## config.mk

```make
export PLATFORM = sky130hd
export DESIGN_NAME = mem_access_ctrl
export DESIGN_NICKNAME = d
export VERILOG_FILES = /design/src/rtl/mem_access_ctrl.sv
export SDC_FILE = /design/constraint.sdc
export NUM_CORES = 1
export LEC_CHECK = 0
export CORE_MARGIN = 2
export CORE_UTILIZATION = 55
export DETAILED_ROUTE_END_ITERATION = 7
export DONT_BUFFER_PORTS = 1
export PLACE_DENSITY = 0.69
export SLEW_MARGIN = 5
export SYNTH_ARGS = -nofsm -noshare
export SYNTH_HDL_FRONTEND = slang
export SYNTH_SLANG_ARGS = --single-unit
```

## constraint.sdc

```tcl
create_clock -name clock -period 5.8 [get_ports clock]
set_input_delay 0.29 -clock clock [delete_from_list [all_inputs] [get_ports clock]]
set_output_delay 0.29 -clock clock [all_outputs]
set_load 0.02 [all_outputs]
```

## src/rtl/mem_access_ctrl.sv

```systemverilog
// Data-memory initiator: one load/store per request, range/alignment trapping,
// read-data formatting and flush squashing of pending load responses.
module mem_access_ctrl #(
  parameter logic [31:0] BASE_ADDR   = 32'h8002_0000,
  parameter int unsigned MEM_DEPTH   = 1048576,
  parameter bit          CHECK_ALIGN = 1'b1
) (
  input  logic        clock,
  input  logic        reset_n,
  input  logic        req_valid,
  output logic        req_ready,
  input  logic        req_rw,
  input  logic [1:0]  req_size,
  input  logic        req_signed,
  input  logic [31:0] req_addr,
  input  logic [31:0] req_wdata,
  input  logic [4:0]  req_rd,
  input  logic        flush,
  output logic        resp_valid,
  output logic [31:0] resp_rdata,
  output logic [4:0]  resp_rd,
  output logic        resp_err,
  output logic [31:0] mem_address,
  output logic [31:0] mem_data_in,
  output logic [1:0]  mem_access_size,
  output logic        mem_dm_byte,
  output logic        mem_dm_half,
  output logic        mem_rw,
  output logic        mem_enable,
  input  logic [31:0] mem_data_out
);

  typedef enum logic [1:0] {
    IDLE   = 2'd0,
    ACCESS = 2'd1,
    RESP   = 2'd2
  } state_t;

  localparam logic [32:0] LIMIT = {1'b0, BASE_ADDR} + 33'(MEM_DEPTH);

  state_t      state, state_next;
  logic        accept;
  logic        illegal;
  logic        misaligned;
  logic [2:0]  req_bytes;
  logic [32:0] req_end;
  logic        signed_q;
  logic        err_q;
  logic        squash_q;
  logic [7:0]  rd_byte;
  logic [15:0] rd_half;

  assign req_ready       = (state == IDLE) && !flush;
  assign accept          = req_valid && req_ready;
  assign mem_access_size = 2'b00;

  // Legality is judged on the live request so an illegal one can skip ACCESS.
  always_comb begin
    unique case (req_size)
      2'b00:   req_bytes = 3'd1;
      2'b01:   req_bytes = 3'd2;
      default: req_bytes = 3'd4;
    endcase
  end

  assign req_end    = {1'b0, req_addr} + {30'd0, req_bytes};
  assign misaligned = CHECK_ALIGN &&
                      (((req_size == 2'b01) && req_addr[0]) ||
                       ((req_size == 2'b10) && (req_addr[1:0] != 2'b00)));
  assign illegal    = (req_addr < BASE_ADDR) || (req_end > LIMIT) ||
                      (req_size == 2'b11) || misaligned;

  // NOTE: sequential state uses non-blocking assignments so every register
  // samples pre-edge values regardless of process evaluation order.
  always_ff @(posedge clock or negedge reset_n) begin
    if (!reset_n) state <= IDLE;
    else          state <= state_next;
  end

  always_ff @(posedge clock or negedge reset_n) begin
    if (!reset_n) begin
      mem_rw      <= 1'b1;
      mem_address <= '0;
      mem_data_in <= '0;
      mem_dm_byte <= 1'b0;
      mem_dm_half <= 1'b0;
      signed_q    <= 1'b0;
      resp_rd     <= '0;
      err_q       <= 1'b0;
      squash_q    <= 1'b0;
    end else if (accept) begin
      mem_rw      <= req_rw;
      mem_address <= req_addr;
      mem_data_in <= req_wdata;
      mem_dm_byte <= (req_size == 2'b00);
      mem_dm_half <= (req_size == 2'b01);
      signed_q    <= req_signed;
      resp_rd     <= req_rd;
      err_q       <= illegal;
      squash_q    <= 1'b0;
    end else if ((state == ACCESS) && flush && mem_rw) begin
      // A load flushed during ACCESS must stay silent in RESP even if flush drops.
      squash_q <= 1'b1;
    end
  end

  // NOTE: every output of this block gets a default first, so no path can
  // leave one unassigned and infer a latch.
  always_comb begin
    state_next = state;
    mem_enable = 1'b0;
    resp_valid = 1'b0;
    unique case (state)
      IDLE: begin
        if (accept) state_next = illegal ? RESP : ACCESS;
      end
      ACCESS: begin
        mem_enable = 1'b1;
        state_next = RESP;
      end
      RESP: begin
        resp_valid = !squash_q && !(flush && (mem_rw || err_q));
        state_next = IDLE;
      end
      default: state_next = IDLE;
    endcase
  end

  // Memory lane layout: byte A in [31:24], byte A+1 in [23:16].
  assign rd_byte = mem_data_out[31:24];
  assign rd_half = {mem_data_out[23:16], mem_data_out[31:24]};

  always_comb begin
    resp_rdata = '0;
    if (resp_valid && mem_rw && !err_q) begin
      if (mem_dm_byte)      resp_rdata = {{24{signed_q & rd_byte[7]}}, rd_byte};
      else if (mem_dm_half) resp_rdata = {{16{signed_q & rd_half[15]}}, rd_half};
      else                  resp_rdata = mem_data_out;
    end
  end

  assign resp_err = resp_valid && err_q;

endmodule

```

==> run metrics <==
Slew Limit Headroom 25.9%; Worst-Margin Slew 1.11 ns; Std-Cell Rows 31; Worst EP required 5.51 ns; Setup TNS 0 ns; # setup viols final 0; die area 8320 sq um; WP data arrival 3.16 ns; fin util 60.4%; Avg Vias per Cell 5.77; via count 3566; outcome finished clean; Filler cells 695; Clock Latency Late Sink 0.34 ns; clock sinks 77; clock skew 0.00714 ns; Die Height 91.2 um; footprint of the multi-input gates 2080 sq um; reg2reg path depth 5; total gr overflow 0; Post-synth ARST share 100%; unique cell type count in the Yosys netlist 54; RD Place Congestion 0.886; CP endpoint kind primary output; Post-Syn Area 4180 sq um; IO Port Bufs 0; first drt pass iteration count 6; all-layer global routing usage 25.5%; IO Pins 219; number of DRC markers in iteration 0 201; clock buffer depth 2; Synth warnings 0; power per cell area 319 nW/um^2; CTS H-tree lvls 3; RR Endpoint mem_address[30]; drt total wl 10.5 mm; sequential area share after synthesis 46.1%; Synth Instances 527; core area 7290 sq um; Max-Cap Viols 0; ys flop type dfrtp_1; global-route wire length before repair 17.1 mm; Synth Area per Inst 7.93 sq um; RSZ-0062 raised after global routing no; pin count of the biggest net entering global routing 78; Power Total 1.41 mW; Nets 627; Post-synth EDFFs 0; VDD IR max 0.171 mV; n_diodes 0; WL/cell 17.0 um; number of synthesized register bits 77; reg-to-reg startpoint state[1]; Leak 2.12 nW; Worst-path clk slew 0.08 ns; FMAX 289 MHz; worst setup path endpoint resp_rdata[22]; Final ANT Viol Nets 0; drt drc 0; Initial Util 57.3%; crit path launch mem_rw; worst reg-to-reg setup slack 3.12 ns; CTS buffer count 9; Final Non-Filler Cells 618; initial antenna violation count 0; layout cells sized above 1 6.36%; area delta synth->final 5.42%; Reg area 1930 sq um; PostCTS Resize Cnt 0; Period minus WS final 3.45 ns; fin crit share 59.6%; vias in the first global route 3432; final hold vios 0; Die W 91.2 um; root buffer cell clkbuf_8; Crit Path Max Fanout 15; startpoint types flip-flop; cell total after placement 600; crit path kind flip-flop to primary output; CTS tree yes; Final Max Slew Viols 0; Hold Crit Class input pin to flip-flop; HPWL after DPL 7.74 mm
-- cell usage after synthesis, types with 3 or more instances --
| library cell | number | share of area (%) |
|---|---|---|
| xnor2_1 | 3 | 0.63 |
| mux2i_1 | 10 | 2.4 |
| o211ai_1 | 3 | 0.54 |
| a31oi_1 | 5 | 0.75 |
| buf_6 | 3 | 0.81 |
| nand4_1 | 7 | 1.0 |
| xor2_1 | 3 | 0.63 |
| nor2b_1 | 3 | 0.45 |
| and2_1 | 5 | 0.75 |
| inv_1 | 11 | 0.99 |
| o21ai_0 | 14 | 1.7 |
| nor3_1 | 7 | 0.84 |
| ha_1 | 3 | 0.90 |
| or3_1 | 3 | 0.45 |
| nor4_1 | 5 | 0.75 |
| o21a_1 | 19 | 3.4 |
| a21oi_1 | 26 | 3.1 |
| nand3_1 | 7 | 0.84 |
| dfrtp_1 | 76 | 45 |
| nand2_1 | 236 | 21 |
| nand4b_1 | 3 | 0.63 |
| o31ai_1 | 3 | 0.54 |
| nor2_1 | 13 | 1.2 |
| clkbuf_1 | 23 | 2.1 |
-- final cells by class --
type                    count  share of cell area, %
clock inverters             6                   1.05
clock buffers              10                   3.12
repair buffers              4                   1.19
flip-flops and latches     77                   43.7
multi-input cells         411                   47.1
well taps                  99                   2.81
inverters                  11                  0.937
-- cells in the final DEF, fill, tap and decap left out, types with 3 or more instances in the layout --
cell type  netlist  layout
ha_1             3       3
o211ai_1         3       3
nand3_1          7       7
nor4_1           5       5
o21a_1          19      19
nand4b_1         3       3
nand4_1          7       7
a31oi_1          5       5
xor2_1           3       3
dfrtp_1         76      76
nor2b_1          3       3
nand2_1        236     236
nor2_1          13      13
o21ai_0         14      14
or3_1            3       3
and2_1           5       4
clkbuf_8         0      10
a21oi_1         26      26
nor3_1           7       7
o31ai_1          3       3
mux2i_1         10      10
inv_1           11      11
xnor2_1          3       3
-- registers in the layout (all words and copies together) (netlist names) --
register and flops:
state 2, squash_q 1, mem_rw 1, signed_q 1
err_q 1, mem_dm_half 1, mem_data_in 32, resp_rd 5
mem_dm_byte 1, mem_address 32
-- worst min-delay path by stage --
| stage | from | endpoint | slack [ns] | cells past startpoint |
|---|---|---|---|---|
| 2_1_floorplan | reset_n | err_q | -0.006 | 0 |
| 3_3_place_gp | reset_n | mem_data_in[21] | -0.004 | 0 |
| 3_5_place_dp | reset_n | mem_data_in[21] | -0.004 | 0 |
| 4_1_cts | req_rw | mem_rw | 0.01 | 2 |
| 5_1_grt | req_rw | mem_rw | 0.02 | 2 |
| 6_report | req_rw | mem_rw | 0.02 | 2 |
-- metrics by stage --
step,area (sq um),setup WS [ns],hold slack [ns]
6_report,4410,2.35,0.0248
5_1_grt,4410,2.12,0.0168
4_1_cts,4410,2.35,0.0102
3_5_place_dp,4190,2.59,-0.00364
3_3_place_gp,4190,2.69,-0.00382
2_1_floorplan,4190,2.88,-0.00559
-- kinds of logic after synthesis --
kind of cell    synth area share [%]
simple gates                    31.1
compound gates                  13.3
flops                           46.1
buf+inv                         4.31
mux                             2.39
xor+xnor                        1.26
fa+ha+maj                       1.38
other cells                   0.0897
-- what timing repair did --
item                                   CTS  global route
endpoints found under the hold margin   77             0
hold buffers                             2             0
buffers inserted                         0             0
-- critical path, cell delays in order (launching register included) --
cell	delay (ns)
dfstp_2	0.43
o21ai_0	0.17
nand3_1	0.09
inv_1	0.22
nand3b_1	0.34
a21o_1	0.36
a31oi_1	0.84
o21a_1	0.38
-- power by group --
| group | internal (mW) | switching [mW] | leakage, nW |
|---|---|---|---|
| sequential | 0.631 | 0.194 | 0.957 |
| clock | 0.169 | 0.207 | 0.0889 |
| combinational | 0.0712 | 0.134 | 1.07 |
| total | 0.872 | 0.535 | 2.12 |
-- per-layer routing --
metal | routed length (um) | global-route usage (%) | vias up
met4 | 112 | 9.22 | 0
met5 | 0 | 0 | -
met1 | 4370 | 32.2 | 1671
met3 | 1000 | 8.80 | 10
li1 | - | - | 1722
met2 | 5020 | 40.9 | 163
Note: power is estimated with default switching activity, not from simulation.
